## src/rtl/riscv_pkg.sv

```systemverilog
// Shared pipeline definitions: default bus widths, grant encoding and a
// saturating counter helper used by the memory arbiter.
package riscv_pkg;

  localparam int RV_ADDR_W = 8;
  localparam int RV_DATA_W = 32;

  // Grant encoding, also meant for debug and trace logic.
  localparam logic [1:0] GNT_NONE = 2'd0;
  localparam logic [1:0] GNT_IF   = 2'd1;
  localparam logic [1:0] GNT_D    = 2'd2;

  localparam logic [15:0] CNT16_MAX = 16'hFFFF;

  function automatic logic [15:0] sat_inc16(input logic [15:0] v);
    return (v == CNT16_MAX) ? v : v + 16'd1;
  endfunction

endpackage

```

## src/rtl/arb_rport.sv

```systemverilog
// One read-return port: rvalid pipeline bit, data hold register and the
// output mux that shows live RAM data on the valid cycle, held data otherwise.
module arb_rport
  import riscv_pkg::*;
#(
  parameter int DATA_W = RV_DATA_W
) (
  input  logic              clock,
  input  logic              clear,
  input  logic              rd_gnt,
  input  logic [DATA_W-1:0] ram_dout,
  output logic              rvalid,
  output logic [DATA_W-1:0] rdata
);

  logic              rvalid_q, rvalid_d;
  logic [DATA_W-1:0] hold_q, hold_d;

  always_comb begin
    rvalid_d = rd_gnt;
    hold_d   = rvalid_q ? ram_dout : hold_q;
  end

  always_ff @(posedge clock or negedge clear) begin
    if (!clear) begin
      rvalid_q <= 1'b0;
      hold_q   <= '0;
    end else begin
      rvalid_q <= rvalid_d;
      hold_q   <= hold_d;
    end
  end

  assign rvalid = rvalid_q;
  assign rdata  = rvalid_q ? ram_dout : hold_q;

endmodule

```

## src/rtl/mem_arbiter.sv

```systemverilog
// Fetch / load-store arbiter in front of one single-port synchronous RAM.
// Data has strict priority unless ARB_FAIR_EN is defined, which forces fetch
// through after STARVE_MAX consecutive lost conflict cycles.
module mem_arbiter
  import riscv_pkg::*;
#(
  parameter int ADDR_W     = RV_ADDR_W,
  parameter int DATA_W     = RV_DATA_W,
  parameter int STARVE_MAX = 4
) (
  input  logic              clock,
  input  logic              clear,
  input  logic              if_req,
  input  logic [ADDR_W-1:0] if_addr,
  output logic              if_gnt,
  output logic              if_rvalid,
  output logic [DATA_W-1:0] if_rdata,
  input  logic              d_req,
  input  logic              d_we,
  input  logic [ADDR_W-1:0] d_addr,
  input  logic [DATA_W-1:0] d_wdata,
  output logic              d_gnt,
  output logic              d_rvalid,
  output logic [DATA_W-1:0] d_rdata,
  output logic [ADDR_W-1:0] ram_addr,
  output logic [DATA_W-1:0] ram_din,
  output logic              ram_wren,
  input  logic [DATA_W-1:0] ram_dout,
  output logic [15:0]       conflict_cnt
);

  // The starve counter is 3 bits wide, so the threshold must fit in it.
  if (STARVE_MAX < 1 || STARVE_MAX > 7) begin : g_bad_starve_max
    $error("mem_arbiter: STARVE_MAX must be in 1..7");
  end

  logic [1:0]  gnt_sel;
  logic        both_req;
  logic [15:0] conflict_q, conflict_d;

  assign both_req = if_req & d_req;

`ifdef ARB_FAIR_EN
  localparam logic [2:0] STARVE_LIM = 3'(STARVE_MAX);

  logic [2:0] starve_q, starve_d;

  always_comb begin
    gnt_sel = GNT_NONE;
    if (d_req) begin
      gnt_sel = GNT_D;
    end else if (if_req) begin
      gnt_sel = GNT_IF;
    end
    if (both_req && (starve_q == STARVE_LIM)) begin
      gnt_sel = GNT_IF;
    end
  end

  // Counts consecutive conflict cycles that fetch lost to data.
  always_comb begin
    starve_d = starve_q;
    if (!if_req || (gnt_sel == GNT_IF)) begin
      starve_d = 3'd0;
    end else if (both_req && (gnt_sel == GNT_D) && (starve_q != 3'd7)) begin
      starve_d = starve_q + 3'd1;
    end
  end

  always_ff @(posedge clock or negedge clear) begin
    if (!clear) begin
      starve_q <= 3'd0;
    end else begin
      starve_q <= starve_d;
    end
  end
`else
  always_comb begin
    gnt_sel = GNT_NONE;
    if (d_req) begin
      gnt_sel = GNT_D;
    end else if (if_req) begin
      gnt_sel = GNT_IF;
    end
  end
`endif

  assign if_gnt   = (gnt_sel == GNT_IF);
  assign d_gnt    = (gnt_sel == GNT_D);
  assign ram_addr = d_gnt ? d_addr : if_addr;
  assign ram_din  = d_wdata;
  assign ram_wren = d_gnt & d_we;

  always_comb begin
    conflict_d = conflict_q;
    if (both_req) begin
      conflict_d = sat_inc16(conflict_q);
    end
  end

  always_ff @(posedge clock or negedge clear) begin
    if (!clear) begin
      conflict_q <= 16'd0;
    end else begin
      conflict_q <= conflict_d;
    end
  end

  assign conflict_cnt = conflict_q;

  arb_rport #(.DATA_W(DATA_W)) u_if_rport (
    .clock    (clock),
    .clear    (clear),
    .rd_gnt   (if_gnt),
    .ram_dout (ram_dout),
    .rvalid   (if_rvalid),
    .rdata    (if_rdata)
  );

  // Stores complete at the grant edge and never produce a read return.
  arb_rport #(.DATA_W(DATA_W)) u_d_rport (
    .clock    (clock),
    .clear    (clear),
    .rd_gnt   (d_gnt & ~d_we),
    .ram_dout (ram_dout),
    .rvalid   (d_rvalid),
    .rdata    (d_rdata)
  );

endmodule

```

## config.mk

```make
export PLATFORM = sky130hd
export DESIGN_NAME = mem_arbiter
export DESIGN_NICKNAME = d
export VERILOG_FILES = /design/src/rtl/riscv_pkg.sv /design/src/rtl/arb_rport.sv /design/src/rtl/mem_arbiter.sv
export SDC_FILE = /design/constraint.sdc
export NUM_CORES = 1
export LEC_CHECK = 0
export BUFFER_PORTS_ARGS = -buffer_cell sky130_fd_sc_hd__buf_2
export CAP_MARGIN = 5
export CORE_ASPECT_RATIO = 1.1
export CORE_UTILIZATION = 44
export DETAILED_ROUTE_END_ITERATION = 10
export GPL_TIMING_DRIVEN = 0
export PLACE_DENSITY = 0.91
export SYNTH_ARGS = -nofsm -noshare
export SYNTH_HDL_FRONTEND = slang
export SYNTH_SLANG_ARGS = --single-unit
```

## constraint.sdc

```tcl
create_clock -name clock -period 2.5 [get_ports clock]
set_input_delay 0.375 -clock clock [delete_from_list [all_inputs] [get_ports clock]]
set_output_delay 0.375 -clock clock [all_outputs]
set_load 0.1 [all_outputs]
```

# [Yosys cells after proc, flatten, opt, wreduce, memory -nomap -nowiden]
# Index checks and enable logic that the tools add are counted.
[totals] output_inout_bits=125 register_bits=82
[op_classes] addsub=1 eq_ne=3 mux=5 reduce_logical=1 bitwise_logic=5
[op_table] operator="$mux W32" count=2
[op_table] operator="$add A16 B1 Y16 const B" count=1
[op_table] operator="$eq A16 B16 Y1 const B" count=1
[op_table] operator="$mux W8" count=1
[op_table] operator="$and A1 B1 Y1" count=3
[op_table] operator="$eq A2 B1 Y1 const B" count=1
[op_table] operator="$eq A2 B2 Y1 const B" count=1
[op_table] operator="$mux W2" count=1
[op_table] operator="$not A1 Y1" count=2
[op_table] operator="$reduce_and A2 Y1" count=1
[op_table] operator="$mux W1" count=1

# [Longest topological paths before layout]
# Gate-level depths: netlist (run 1).
[logic_depth] depth_word=4 mapped_depth=6 mapped_depth_nobuf=5

# [Hierarchy]
# From an unflattened synthesis (run 1), not the netlist that was laid out.
[unflattened] hier_cells=256 area_unflattened_um2=3878.7
[by_module_without_submodules] module="arb_rport" cells_per_inst=69 area_per_inst_um2=1370.1 instances=2
[by_module_without_submodules] module="mem_arbiter" cells_per_inst=118 area_per_inst_um2=1138.6 instances=1

# [Least setup slack after synthesis (run 1)]
# OpenSTA, ideal clock, no wires.
[synth_timing] path_kind="register -> register" from="register conflict_q[0], in the netlist conflict_cnt[0]" to="register conflict_q[1], in the netlist conflict_cnt[1]" arrival_ps=2440 path_stages_with_launch=7 slack_ps=-67 setup_time_ps=127 synth_period_minus_slack_ps=2567 cell_sequence="dfrtp_1 ha_1 nand3_1 or4_4 buf_6 nor2b_4 mux2_4"
[synth_via] elab_chain_cells=3 word_cells_on_any_way=4 classes_between="add/sub (1); eq/ne (1); bitwise (1); reduce/logical (1)"
[synth_lines] item="from (decl)" line_no="mem_arbiter.sv:39" rtl="logic [15:0] conflict_q, conflict_d;"
[synth_lines] item="from (signal assigned)" line_no="mem_arbiter.sv:105" rtl="conflict_q <= conflict_d;"
[synth_lines] item="branches (longest 3 deep; another with $add A16 B1 Y16)"
# Several ways; the timed one is not identified.
# A chain may end at the register's enable or synchronous reset.

# [Worst setup path after layout (run 1)]
[layout_timing] from="register u_if_rport.rvalid_q, in the netlist u_if_rport.rvalid" to="output port if_rdata[6]"
[layout_via] elab_chain_cells=1
[layout_lines] item="from (decl)" line_no="arb_rport.sv:16" rtl="logic rvalid_q, rvalid_d;"
[layout_lines] item="from (signal assigned)" line_no="arb_rport.sv:29" rtl="rvalid_q <= rvalid_d;"
[layout_lines] item="$mux W32" line_no="arb_rport.sv:35" rtl="assign rdata = rvalid_q ? ram_dout : hold_q;"
[layout_lines] item="to (decl)" line_no="mem_arbiter.sv:17" rtl="output logic [DATA_W-1:0] if_rdata,"
# Every way passes these cells.

==> results summary, run 1 <==
The flow ran to the end, and the final reports show no timing, DRC or antenna violations. The total length of routed met3 wires is 495 um. The worst setup slack after placement came out at 318 ps. The depth of the most critical reg-to-reg path came out at 6. The share of synthesized area in the top cell type comes to 57.8%. The most critical setup path has its endpoint at if_rdata[6].

The number of CTS-inserted buffers is 9. The final setup slack of the worst path came out at 236 ps. The core box area is 7640 sq um. The synthesized instance count came out at 252. The final wirelength is 7800 um. The number of antenna diodes in the final layout is 0. In this run the cell area of the synthesized design comes to 3550 sq um. The per-instance average area after synthesis is 14.1 sq um. The final cell count without fillers came out at 549.

The width of the die is 87.6 um. Global routing consumed, over all layers together, 18.3% of the routing resources. The critical path in this run is classified as register to primary output.

Once layout is done, the placed cells without fillers occupy 4800 sq um. After routing, the total negative slack on setup checks comes to 0 ps. The relative slew slack came out at 54.8%. The worst setup slack for register-to-register paths came out at 560 ps.

The uppermost metal layer occupied by signal nets is met4. TritonCTS built the clock tree. The capturing element type of the critical path is a primary output. Counting along the longest clock path gives a buffer depth of 2. The average wire length per cell after detail routing came out at 14.2 um. The leakage power came out at 2.43 nW. The sum of overflow across all layers after global routing is 0. The initial antenna violation count came out at 0. The arrival time at the worst endpoint is 1890 ps. The count of maximum capacitance violations came out at 0. After detailed routing, the number of remaining DRC violations is 0. Measured along the y axis, the die boundary spans 96.2 um. The worst setup path is launched from a register. The floorplan step defined a die boundary enclosing 8430 sq um.

The worst register-to-register path ends at conflict_cnt[1]. 210 I/O pins were placed. The count of placed standard cells including taps came out at 535. The total setup buffers inserted after CTS came out at 0. The cell type contributing the most total cell area after synthesis is sky130_fd_sc_hd__dfrtp_1. Counting flops and latches in the post-synthesis netlist gives 82.

The synthesized net count came out at 338. The min-delay analysis places its worst path in the category input pin to async pin. The number of detailed-routing iterations run before antenna repair is 4. Of the cells placed in the final design, the portion with a size suffix greater than 1 is 70.5%. The pin count of the biggest net entering global routing is 44. The later pin in the worst-skew pair is clocked with a latency of 330 ps. The via total after detailed routing came out at 2,577.

The slew at the pin with the worst max-slew slack came out at 673 ps. The achievable clock frequency came out at 442 MHz. The final weighted congestion in routability-driven placement is 0.770. The first global-routing pass estimated 11,800 um of wire. The clock slew at the register clock pins of the worst setup and hold paths is 80 ps.

Along the worst path, the maximum fanout reaches 10. The count of different cell masters after synthesis came out at 27. The synthesis-to-finish area growth came out at 35.4%.

The cell area after placement is 4590 sq um. The number of pins exceeding their max-slew limit in the final report came out at 0. The via count of the first global-routing pass came out at 2,501.

The number of buffer cells added on primary ports is 177. The first element of the critical path is u_if_rport.rvalid. After synthesis, the cell types taking the most area are sky130_fd_sc_hd__dfrtp_1, sky130_fd_sc_hd__mux2_2, sky130_fd_sc_hd__buf_4. The count of endpoints failing hold in the final timing report came to 0.

The first routing iteration left 35 violations. The maximum vdd drop is 0.564 mV. The clock net sink count came out at 82. The smallest clock period supported by the final layout is computed as 2260 ps. The row count came out at 33. The final cycle utilization of the critical path is 90.6%. The worst setup skew after layout came out at 7.60 ps. The sequential fraction of the synthesis area came out at 57.8%.

Setup repair after global routing left no endpoint under its margin. Yosys printed 0 warnings. The number of nets with antenna violations after routing came out at 0.

The number of levels the H-tree was split into came out at 3. The startpoint identified for the worst register-to-register timing path is conflict_cnt[0]. The total power per unit cell area is 1070 nW/um^2.

The number of failing setup endpoints in the final timing report came out at 0. The starting utilization of the core area came out at 46.4%. The detailed router put a total of 3110 um of wire on met1. The half-perimeter wire length after detailed placement came out at 6150 um. After detailed routing, the number of vias per cell comes to 4.69. The master cell of the clock root buffer is sky130_fd_sc_hd__clkbuf_8.

The final layout net count is 527. The worst path required time came out at 2120 ps. The detailed route wirelength on metal2 came out at 4120 um.
## stage by stage
stage | total power, W | hold slack, ps | utilization, %
finish | 0.00515 | 18.7 | 62.9
global route | 0.00534 | 60.7 | 62.9
CTS | 0.00521 | 21.9 | 62.9
detailed placement | 0.00420 | 396 | 60.1
global placement | 0.00414 | 478 | 59.8
floorplan | 0.00381 | 79.4 | -
## sequential cells by signal (all words and copies together) (netlist names)
register / cells
u_if_rport.rvalid: 1
u_if_rport.hold_q: 32
u_d_rport.hold_q: 32
conflict_cnt: 16
u_d_rport.rvalid: 1
## worst max-delay path, cell delays in order, from the launching register on
cell and delay, ps:
sky130_fd_sc_hd__dfrtp_1 340, sky130_fd_sc_hd__clkbuf_1 220, sky130_fd_sc_hd__buf_2 320, sky130_fd_sc_hd__mux2_2 380, sky130_fd_sc_hd__buf_2 300
## how the worst min path moves through the flow
stage | endpoint | cells after the start | slack, ps
4_1_cts | u_if_rport.hold_q[1] | 1 | 20
6_report | u_if_rport.hold_q[1] | 1 | 20
3_5_place_dp | u_if_rport.hold_q[1] | 1 | 400
5_1_grt | u_if_rport.hold_q[1] | 1 | 60
3_3_place_gp | u_if_rport.hold_q[4] | 1 | 480
2_1_floorplan | conflict_cnt[0] | 0 | 80
## cells in the final DEF (no fill, tap or decap)
master and count:
sky130_fd_sc_hd__or2_2 2, sky130_fd_sc_hd__xor2_1 8, sky130_fd_sc_hd__nor4_1 2, sky130_fd_sc_hd__mux2_4 1, sky130_fd_sc_hd__nand4_1 7, sky130_fd_sc_hd__xnor2_1 7, sky130_fd_sc_hd__dfrtp_2 2, sky130_fd_sc_hd__buf_4 33
sky130_fd_sc_hd__nand2_2 1, sky130_fd_sc_hd__clkinv_4 1, sky130_fd_sc_hd__clkbuf_8 9, sky130_fd_sc_hd__ha_1 1, sky130_fd_sc_hd__clkinvlp_4 1, sky130_fd_sc_hd__buf_12 1, sky130_fd_sc_hd__nand4_2 1, sky130_fd_sc_hd__nand2_1 5
sky130_fd_sc_hd__mux2_2 72, sky130_fd_sc_hd__buf_6 1, sky130_fd_sc_hd__nand3_1 3, sky130_fd_sc_hd__nor3b_1 2, sky130_fd_sc_hd__or4_4 1, sky130_fd_sc_hd__clkbuf_1 5, sky130_fd_sc_hd__and3_1 1, sky130_fd_sc_hd__nor2_1 1
sky130_fd_sc_hd__bufinv_16 2, sky130_fd_sc_hd__clkinv_2 1, sky130_fd_sc_hd__nor2b_1 2, sky130_fd_sc_hd__dfrtp_1 80, sky130_fd_sc_hd__and4_1 1, sky130_fd_sc_hd__and3_2 1, sky130_fd_sc_hd__and2_1 2, sky130_fd_sc_hd__nor2b_4 1
sky130_fd_sc_hd__nor3_1 4, sky130_fd_sc_hd__buf_2 182
## cell families (layout without fill, tap and decap cells)
logic type | Yosys count | after routing | share of synthesized area (%)
XOR/XNOR | 15 | 15 | 3.70
adder cells (fa/ha/maj) | 1 | 1 | 0.353
buffers and inverters | 44 | 236 | 8.25
flip-flops | 82 | 82 | 57.8
multiplexers | 73 | 73 | 23.3
AND/OR/NAND/NOR | 37 | 37 | 6.56
## cell type report
cell class / instances / area, sq um
clock buffer: 9 / 124
sequential: 82 / 2050
clock inverter: 5 / 81.3
fill: 598 / 2840
timing repair buffer: 178 / 908
tap: 105 / 131
multi-input combinational: 126 / 1200
buffer: 44 / 300
## synthesized netlist by cell type
cell	number
sky130_fd_sc_hd__buf_4	32
sky130_fd_sc_hd__ha_1	1
sky130_fd_sc_hd__and2_1	2
sky130_fd_sc_hd__nor2_1	1
sky130_fd_sc_hd__nor4_1	2
sky130_fd_sc_hd__nand2_2	1
sky130_fd_sc_hd__xnor2_1	7
sky130_fd_sc_hd__buf_1	6
sky130_fd_sc_hd__and4_1	1
sky130_fd_sc_hd__nand4_2	1
sky130_fd_sc_hd__and3_2	1
sky130_fd_sc_hd__or2_2	2
sky130_fd_sc_hd__nor3b_1	2
sky130_fd_sc_hd__nand3_1	3
sky130_fd_sc_hd__nor3_1	4
sky130_fd_sc_hd__mux2_4	1
sky130_fd_sc_hd__xor2_1	8
sky130_fd_sc_hd__and3_1	1
sky130_fd_sc_hd__dfrtp_1	82
sky130_fd_sc_hd__nand4_1	7
sky130_fd_sc_hd__nor2b_4	1
sky130_fd_sc_hd__clkbuf_1	5
sky130_fd_sc_hd__mux2_2	72
sky130_fd_sc_hd__nand2_1	5
sky130_fd_sc_hd__nor2b_1	2
sky130_fd_sc_hd__or4_4	1
sky130_fd_sc_hd__buf_6	1
## routing by layer
metal | vias up | track usage [%]
li1 | 1212 | -
met1 | 1233 | 21.8
met2 | 122 | 32.4
met3 | 10 | 3.86
met4 | 0 | 7.10
met5 | - | 0
## power breakdown
group	leakage, nW	switching [W]	internal, W	total [W]
clock	0.101	0.000443	0.000551	0.000995
combinational	1.35	0.00210	0.000418	0.00252
sequential	0.984	0.000104	0.00153	0.00163
total	2.43	0.00265	0.00250	0.00515
## timing repair
action                                  in CTS  in global routing
endpoints found under the setup margin      59                  0
hold buffers                                 0                  0
resized for setup                            6                  0
Power figures use the tool's default switching activity.
==> run 2, diff against run 1 <==
--- a/config.mk
+++ b/config.mk
@@ -5,10 +5,11 @@
 export SDC_FILE = /design/constraint.sdc
 export NUM_CORES = 1
 export LEC_CHECK = 0
+export ABC_AREA = 1
 export BUFFER_PORTS_ARGS = -buffer_cell sky130_fd_sc_hd__buf_2
 export CAP_MARGIN = 5
 export CORE_ASPECT_RATIO = 1.1
-export CORE_UTILIZATION = 44
+export CORE_UTILIZATION = 45
 export DETAILED_ROUTE_END_ITERATION = 10
 export GPL_TIMING_DRIVEN = 0
 export PLACE_DENSITY = 0.91
==> results summary, run 2 <==
The overall track demand over capacity in global routing came out at 19.8% (+1.5 points). Counting instances in the post-synthesis netlist gives the leading cell types as sky130_fd_sc_hd__dfrtp_1, sky130_fd_sc_hd__nand2_1, sky130_fd_sc_hd__mux2_2, sky130_fd_sc_hd__buf_4, sky130_fd_sc_hd__nor2_1. The later-pin clock latency in the skew report came out at 340 ps (about the same). The sequential cell area is 2050 sq um (-0.12%). The number of flops mapped to enable cells by yosys is 0 (unchanged). The final wirelength came to 8770 um (+12%).

The category of the most critical setup path is register to primary output. The per-instance average area after synthesis came out at 11.1 sq um (-21%). The final weighted congestion in routability-driven placement came to 0.842 (+9.2%). The count of maximum capacitance violations is 0 (unchanged). In the synthesized netlist the dominant register cell turns out to be sky130_fd_sc_hd__dfrtp_1. The worst setup path is captured at a primary output. The worst setup slack after placement came out at 518 ps (+200 ps). The width of the die came out at 89.6 um (+2.2%). The global-route wire length before repair came out at 13,400 um (+14%). Summed over all instances, the cell type with the most area after synthesis is sky130_fd_sc_hd__dfrtp_1.

The path type of the worst min-delay path is input pin to register. The half-perimeter wire length after detailed placement is 6890 um (+12%). The final layout net count came out at 619 (+17%). The final cell count without fillers was 646 (+18%). The library cell with the highest instance count after synthesis is sky130_fd_sc_hd__dfrtp_1.

The relative slew slack came out at 66.0% (+11 points). The arrival time at the worst endpoint came out at 1930 ps (+40 ps). The depth of the most critical reg-to-reg path came out at 9 (+3). The synthesized net count is 429 (+27%). In this run the worst setup path terminates at if_rdata[1]. The sum of overflow across all layers after global routing came out at 0 (unchanged). The total power per unit cell area came to 996 nW/um^2 (-7.1%). By area the synthesized netlist is led by sky130_fd_sc_hd__dfrtp_1, sky130_fd_sc_hd__mux2_2, sky130_fd_sc_hd__nand2_1. The achievable clock frequency is 434 MHz (-1.7%). The flip-flop and latch count after synthesis is 82 (unchanged). The count of yosys warnings during synthesis came out at 0 (unchanged). Leaving out fill and tap cells, the most frequent cell in the layout is sky130_fd_sc_hd__buf_2. The share of the synthesized area in the top cell type came out at 54.1% (-3.8 points).

The root buffer cell chosen for the clock tree is sky130_fd_sc_hd__clkbuf_8. The post-route total power came to 0.00501 W (-2.7%). The maximum clock insertion buffer count came out at 2 (unchanged). The number of buffer cells added on primary ports was 177 (unchanged).

The clock tree from TritonCTS is yes. The number of levels the H-tree was split into was 3 (unchanged). The top cell types in the final layout, fill and taps aside, are sky130_fd_sc_hd__buf_2, sky130_fd_sc_hd__dfrtp_1, sky130_fd_sc_hd__nand2_1. The remaining design rule violation count is 0 (unchanged). The fraction of final layout cells sized beyond drive strength 1 was 57.6% (-13 points). The total setup buffers inserted after CTS came out at 0 (unchanged). The via count of the first global-routing pass is 2,855 (+14%). The worst setup slack for register-to-register paths is 970 ps (+410 ps). The area of the multi-input gates came out at 1370 sq um (+14%). The run finished with clean final reports. The minimum clock period after layout was 2300 ps (+38.6 ps). The core box area came out at 8040 sq um (+5.3%). The final setup slack of the worst path came to 197 ps (-38.6 ps). The slew at the pin with the worst max-slew slack is 514 ps (-159 ps). The source of the worst register-to-register timing path is conflict_cnt[1]. The synthesis-to-finish area growth is 32.6%. The count of endpoints failing hold in the final timing report was 0 (unchanged).

The via-per-instance ratio came to 4.69 (about the same). The total inserted antenna cells is 0 (unchanged). The via total after detailed routing is 3,030 (+18%). The pin count of the biggest net entering global routing is 47 (+6.8%). The vertical extent of the die is 98.3 um (+2.2%). The number of failing setup endpoints in the final timing report came out at 0 (unchanged).

The number of CTS-inserted buffers came out at 9 (unchanged). The share of synthesized registers carrying an async set or reset came to 100% (unchanged). The final cycle utilization of the critical path came out at 92.1% (+1.5 points). The row count came out at 34 (+3.0%). The synthesized instance count was 343 (+36%). The number of detailed-routing iterations run before antenna repair came to 4 (unchanged). The number of inserted filler cells in the final layout is 619 (+3.5%).

The worst path required time is 2120 ps (about the same). Tracing the worst setup path back leads to its startpoint at u_if_rport.rvalid. The clock net sink count is 82 (unchanged). The post-route worst hold slack came out at 234 ps (+215 ps). The clock slew at the register clock pins of the worst setup and hold paths is 80 ps (about the same). The summed instance area of the synthesized netlist is 3800 sq um (+7.0%). The initial antenna violation count came out at 0 (unchanged). The largest fanout on the critical path is 10 (unchanged).

The average wire length per cell after detail routing came to 13.6 um (-4.5%). The maximum vdd drop came out at 0.535 mV (-5.1%). The number of ports placed on the die boundary came out at 210 (unchanged). The count of different cell masters after synthesis is 24 (-11%). Setup repair after global routing left no endpoint under its margin. The final sum of negative setup slack is 0 ps (unchanged). The leakage power is 2.62 nW (+7.7%).

The worst setup path is launched from a register. The count of placed standard cells including taps is 629 (+18%). The starting utilization of the core area is 47.2% (+0.78 points). The detailed router's first-iteration violation count was 76 (+120%). The full die area came out at 8810 sq um (+4.5%).

The number of pins exceeding their max-slew limit in the final report is 0 (unchanged). The number of nets with antenna violations after routing is 0 (unchanged). The worst register-to-register path ends at conflict_cnt[7]. The sequential fraction of the synthesis area was 54.1% (-3.8 points). The worst setup skew after layout came out at 12.1 ps (+4.55 ps).
-- run 2: cells by family (layout without fill, tap and decap cells) --
| logic type | Yosys count | count (layout) | share of synthesized area, % |
|---|---|---|---|
| adder cells (fa/ha/maj) | 1 | 1 | 0.330 |
| XOR/XNOR | 8 | 8 | 1.85 |
| buffers and inverters | 62 | 257 | 9.99 |
| multiplexers | 64 | 64 | 19.0 |
| flip-flops | 82 | 82 | 54.1 |
| AND/OR/NAND/NOR | 108 | 108 | 11.9 |
| AO/OA/AOI/OAI | 18 | 18 | 2.87 |
-- run 2: stage by stage --
stage | area [sq um] | utilization, %
final | 5030 | 62.6
after detailed placement | 4840 | 60.2
after global routing | 5030 | 62.6
after CTS | 5030 | 62.6
after floorplan | 3800 | -
after global placement | 4820 | 59.9
-- run 2: what timing repair did --
item | CTS | global route
endpoints found under the hold margin | 11 | 0
hold buffers | 1 | 0
resized for setup | 0 | 0
-- run 2: how the worst min path moves through the flow --
| stage | end | startpoint | depth (start not counted) | slack (ps) |
|---|---|---|---|---|
| 3_3_place_gp | u_if_rport.hold_q[10] | u_if_rport.hold_q[10] | 1 | 460 |
| 6_report | u_d_rport.rvalid | d_we | 2 | 230 |
| 4_1_cts | u_d_rport.rvalid | d_we | 2 | 210 |
| 2_1_floorplan | conflict_cnt[0] | clear | 0 | 80 |
| 5_1_grt | u_d_rport.rvalid | d_we | 2 | 210 |
| 3_5_place_dp | conflict_cnt[0] | clear | 1 | 370 |
-- run 2: critical path, stage by stage (launching register included) --
cell and delay [ps]:
sky130_fd_sc_hd__dfrtp_1 360, sky130_fd_sc_hd__clkbuf_1 240, sky130_fd_sc_hd__buf_2 310, sky130_fd_sc_hd__mux2_2 390, sky130_fd_sc_hd__buf_2 300
-- run 2: area by class of cell --
type / count / area share, %
buffer: 46 / 6.34
inverter: 16 / 1.19
clock inverter: 7 / 1.17
multi-input combinational: 199 / 27.1
timing repair buffer: 179 / 18.2
tap: 108 / 2.69
sequential: 82 / 40.8
clock buffer: 9 / 2.46
-- run 2: layer usage --
metal	track usage, %	part of all wire (%)	vias to the layer above
met1	23.4	40	1412
li1	-	-	1467
met5	0	0	-
met3	2.54	4.4	11
met4	7.45	1.6	0
met2	35.7	54	140
-- run 2: report_power, final --
part | total, W | internal [W] | switching, W
Clock | 0.000889 | 0.000379 | 0.000510
Combinational | 0.00251 | 0.000414 | 0.00210
Sequential | 0.00161 | 0.00152 | 0.0000970
Total | 0.00501 | 0.00231 | 0.00270
==> run 3, diff against run 2 <==
--- a/config.mk
+++ b/config.mk
@@ -8,11 +8,12 @@
 export ABC_AREA = 1
 export BUFFER_PORTS_ARGS = -buffer_cell sky130_fd_sc_hd__buf_2
 export CAP_MARGIN = 5
-export CORE_ASPECT_RATIO = 1.1
-export CORE_UTILIZATION = 45
+export CORE_ASPECT_RATIO = 0.7
+export CORE_UTILIZATION = 48
 export DETAILED_ROUTE_END_ITERATION = 10
 export GPL_TIMING_DRIVEN = 0
-export PLACE_DENSITY = 0.91
+export PLACE_DENSITY = 0.95
+export SETUP_SLACK_MARGIN = 0.4
 export SYNTH_ARGS = -nofsm -noshare
 export SYNTH_HDL_FRONTEND = slang
 export SYNTH_SLANG_ARGS = --single-unit
==> constraint.sdc (replaced) <==
create_clock -name clock -period 2.95 [get_ports clock]
set_input_delay 0.4425 -clock clock [delete_from_list [all_inputs] [get_ports clock]]
set_output_delay 0.4425 -clock clock [all_outputs]
set_load 0.1 [all_outputs]
==> results summary, run 3 (same netlist as run 2, synthesis figures left out) <==
The count of endpoints failing hold in the final timing report is 0 (unchanged). By startpoint and endpoint, the worst setup path is classified as register to primary output. The post-route worst hold slack is 75.8 ps (-158 ps).

The worst path required time came out at 2510 ps (+390 ps). The instance count on the critical path was 4 (unchanged). The final critical path takes up 79.8% of the cycle. The largest stage delay on the critical path is 390 ps (about the same).

The minimum clock period after layout came out at 2360 ps. The post-CTS resize count is 0 (unchanged). The number of ports placed on the die boundary came out at 210 (unchanged). The final weighted congestion in routability-driven placement came to 0.822 (-2.3%). Setup repair after global routing left no endpoint under its margin. The number of levels the H-tree was split into came to 3 (unchanged).

The relative slew slack came out at 66.7% (+0.73 points). The slew at the pin with the worst max-slew slack is 503 ps (-11.0 ps). The nature of the critical path startpoint is a register. The total setup buffers inserted after CTS came out at 0 (unchanged). The global-route wire length before repair is 14,800 um (+10%). The clock slew at the register clock pins of the worst setup and hold paths is 60 ps (-20 ps).

The number of buffer cells added on primary ports is 177 (unchanged). The maximum vdd drop came out at 1.02 mV (+90%). The row count was 26 (-24%). The final wirelength was 9370 um (+6.8%).

The worst setup skew after layout came out at 7.82 ps (-4.32 ps). The largest fanout on the critical path came out at 10 (unchanged). The detailed router's first-iteration violation count came out at 163 (+110%).

The number of CTS-inserted buffers is 9 (unchanged). In the layout the commonest cells are sky130_fd_sc_hd__buf_2, sky130_fd_sc_hd__dfrtp_1, sky130_fd_sc_hd__nand2_1. Static timing analysis puts the maximum clock frequency at 425 MHz. The synthesis-to-finish area growth came out at 34.7%. The total inserted antenna cells came out at 0 (unchanged). The arrival time at the worst endpoint is 1910 ps (-20 ps). The overall track demand over capacity in global routing was 23.1% (+3.3 points). The routed metal-1 wirelength is 3700 um (+5.4%). The full die area came out at 8270 sq um (-6.1%). The initial antenna violation count is 0 (unchanged). The via total after detailed routing is 3,112 (+2.7%). The average wire length per cell after detail routing is 14.7 um (+8.7%). The core box area is 7480 sq um (-6.9%). Clock tree synthesis selected as its root buffer the cell sky130_fd_sc_hd__clkbuf_16.

The final sum of negative setup slack is 0 ps (unchanged). In this run the worst setup path begins at u_d_rport.rvalid. The most critical setup path has its endpoint at d_rdata[26]. The fraction of final layout cells sized beyond drive strength 1 is 58.5% (+0.85 points).

The uppermost metal layer occupied by signal nets is met4. The clock tree from TritonCTS is yes. The remaining design rule violation count is 0 (unchanged). The total length of routed met3 wires is 843 um (+120%). The worst setup slack for register-to-register paths was 1410 ps (+440 ps). The via count of the first global-routing pass came to 3,112 (+9.0%). The path class of the tightest hold or removal check is input pin to async pin. The width of the die is 108 um (+21%). The later-pin clock latency in the skew report is 330 ps (about the same).

The most frequent standard cell in the layout excluding fill and tap cells is sky130_fd_sc_hd__buf_2. The starting utilization of the core area came out at 50.7% (+3.5 points). STA classifies the critical path endpoint as a primary output. The detailed route wirelength on metal2 was 4670 um (-1.3%). The leakage power is 2.66 nW (+1.5%). The clock net sink count is 82 (unchanged). The number of inserted filler cells in the final layout came to 579 (-6.5%). The run finished with clean final reports. Walking the worst path, the cells encountered are clkbuf_1, buf_2, mux2_2, buf_2. For this design, the slowest cell found on the critical path is sky130_fd_sc_hd__mux2_2. The final layout net count came out at 618 (-0.16%). In this run the critical register-to-register path is captured at conflict_cnt[11].

The number of pins exceeding their max-slew limit in the final report came out at 0 (unchanged). The pin count of the biggest net entering global routing is 47 (unchanged). The number of nets with antenna violations after routing was 0 (unchanged). The maximum clock insertion buffer count is 2 (unchanged). The vertical extent of the die was 76.4 um (-22%).

The depth of the most critical reg-to-reg path is 9 (unchanged). The number of failing setup endpoints in the final timing report is 0 (unchanged). The sum of overflow across all layers after global routing came out at 0 (unchanged). The count of maximum capacitance violations is 0 (unchanged). The source of the worst register-to-register timing path is conflict_cnt[0]. The total power per unit cell area is 892 nW/um^2 (-10%). The number of detailed-routing iterations run before antenna repair came to 4 (unchanged). The most frequent cell on the critical path is sky130_fd_sc_hd__buf_2. The half-perimeter wire length after detailed placement is 7240 um (+5.0%). The kind of cell with the highest combined delay along the critical path is buffers and inverters.

The hold-fix buffer count after cts came out at 0 (-1). The sum of buffers and inverters on the critical path is 3 (unchanged). The via-per-instance ratio is 4.90 (+4.5%).
## run 3: cell types whose count changed in the layout (fill, tap and decap cells not counted)
cell,previous run,this run
sky130_fd_sc_hd__clkbuf_16,0,9
sky130_fd_sc_hd__clkbuf_8,9,0
sky130_fd_sc_hd__clkinv_4,1,0
sky130_fd_sc_hd__clkinvlp_4,1,2
sky130_fd_sc_hd__dlygate4sd3_1,1,0
sky130_fd_sc_hd__inv_6,3,2
sky130_fd_sc_hd__inv_8,1,2
sky130_fd_sc_hd__mux2_1,4,0
sky130_fd_sc_hd__mux2_2,60,64
## run 3: worst register-to-register path: stages (launching register included)
cell and delay, ps:
sky130_fd_sc_hd__dfrtp_1 410, sky130_fd_sc_hd__ha_1 230, sky130_fd_sc_hd__nand2_1 80, sky130_fd_sc_hd__nor2_2 110
sky130_fd_sc_hd__nand2_2 130, sky130_fd_sc_hd__nor2_4 150, sky130_fd_sc_hd__nor2_2 60, sky130_fd_sc_hd__buf_6 140
sky130_fd_sc_hd__nand2_1 80, sky130_fd_sc_hd__nand2_1 50
## run 3: worst min-delay path by stage
stage                          start                     to  slack (ps)  depth (start not counted)
3_3_place_gp   u_if_rport.hold_q[21]  u_if_rport.hold_q[21]         480                          1
5_1_grt                        clear   u_d_rport.hold_q[21]         100                          1
6_report                       clear   u_d_rport.hold_q[22]          80                          1
4_1_cts                        clear   u_d_rport.hold_q[22]          90                          1
2_1_floorplan                  clear        conflict_cnt[0]         150                          0
3_5_place_dp                   clear  u_if_rport.hold_q[22]         440                          1
## run 3: metrics by stage
step	area [sq um]	std cells	util, %	power [W]	setup WS [ps]
final	5110	635	68.3	0.00456	595
after global routing	5110	635	68.3	0.00474	455
after CTS	5110	635	68.3	0.00459	555
after detailed placement	4830	619	64.5	0.00353	912
after global placement	4800	618	64.2	0.00348	907
after floorplan	3800	343	-	0.00321	569
## run 3: power breakdown
group | leakage, nW | internal, W | switching [W]
clock network | 0.136 | 0.000586 | 0.000469
logic | 1.53 | 0.000352 | 0.00178
registers | 0.992 | 0.00129 | 0.0000814
## run 3: layer usage
layer  GRT usage [%]  up-vias
li1                -     1462
met1            26.6     1467
met2            40.1      164
met3            7.87       19
met4            7.70        0
met5               0        -
## run 3: layout make-up
type,instances,area (sq um),area share [%]
flip-flops and latches,82,2050,40.1
multi-input cells,199,1370,26.7
repair buffers,178,908,17.8
plain buffers,46,319,6.24
clock buffers,9,225,4.41
well taps,98,123,2.40
clock inverters,7,60.1,1.17
inverters,16,60.1,1.17
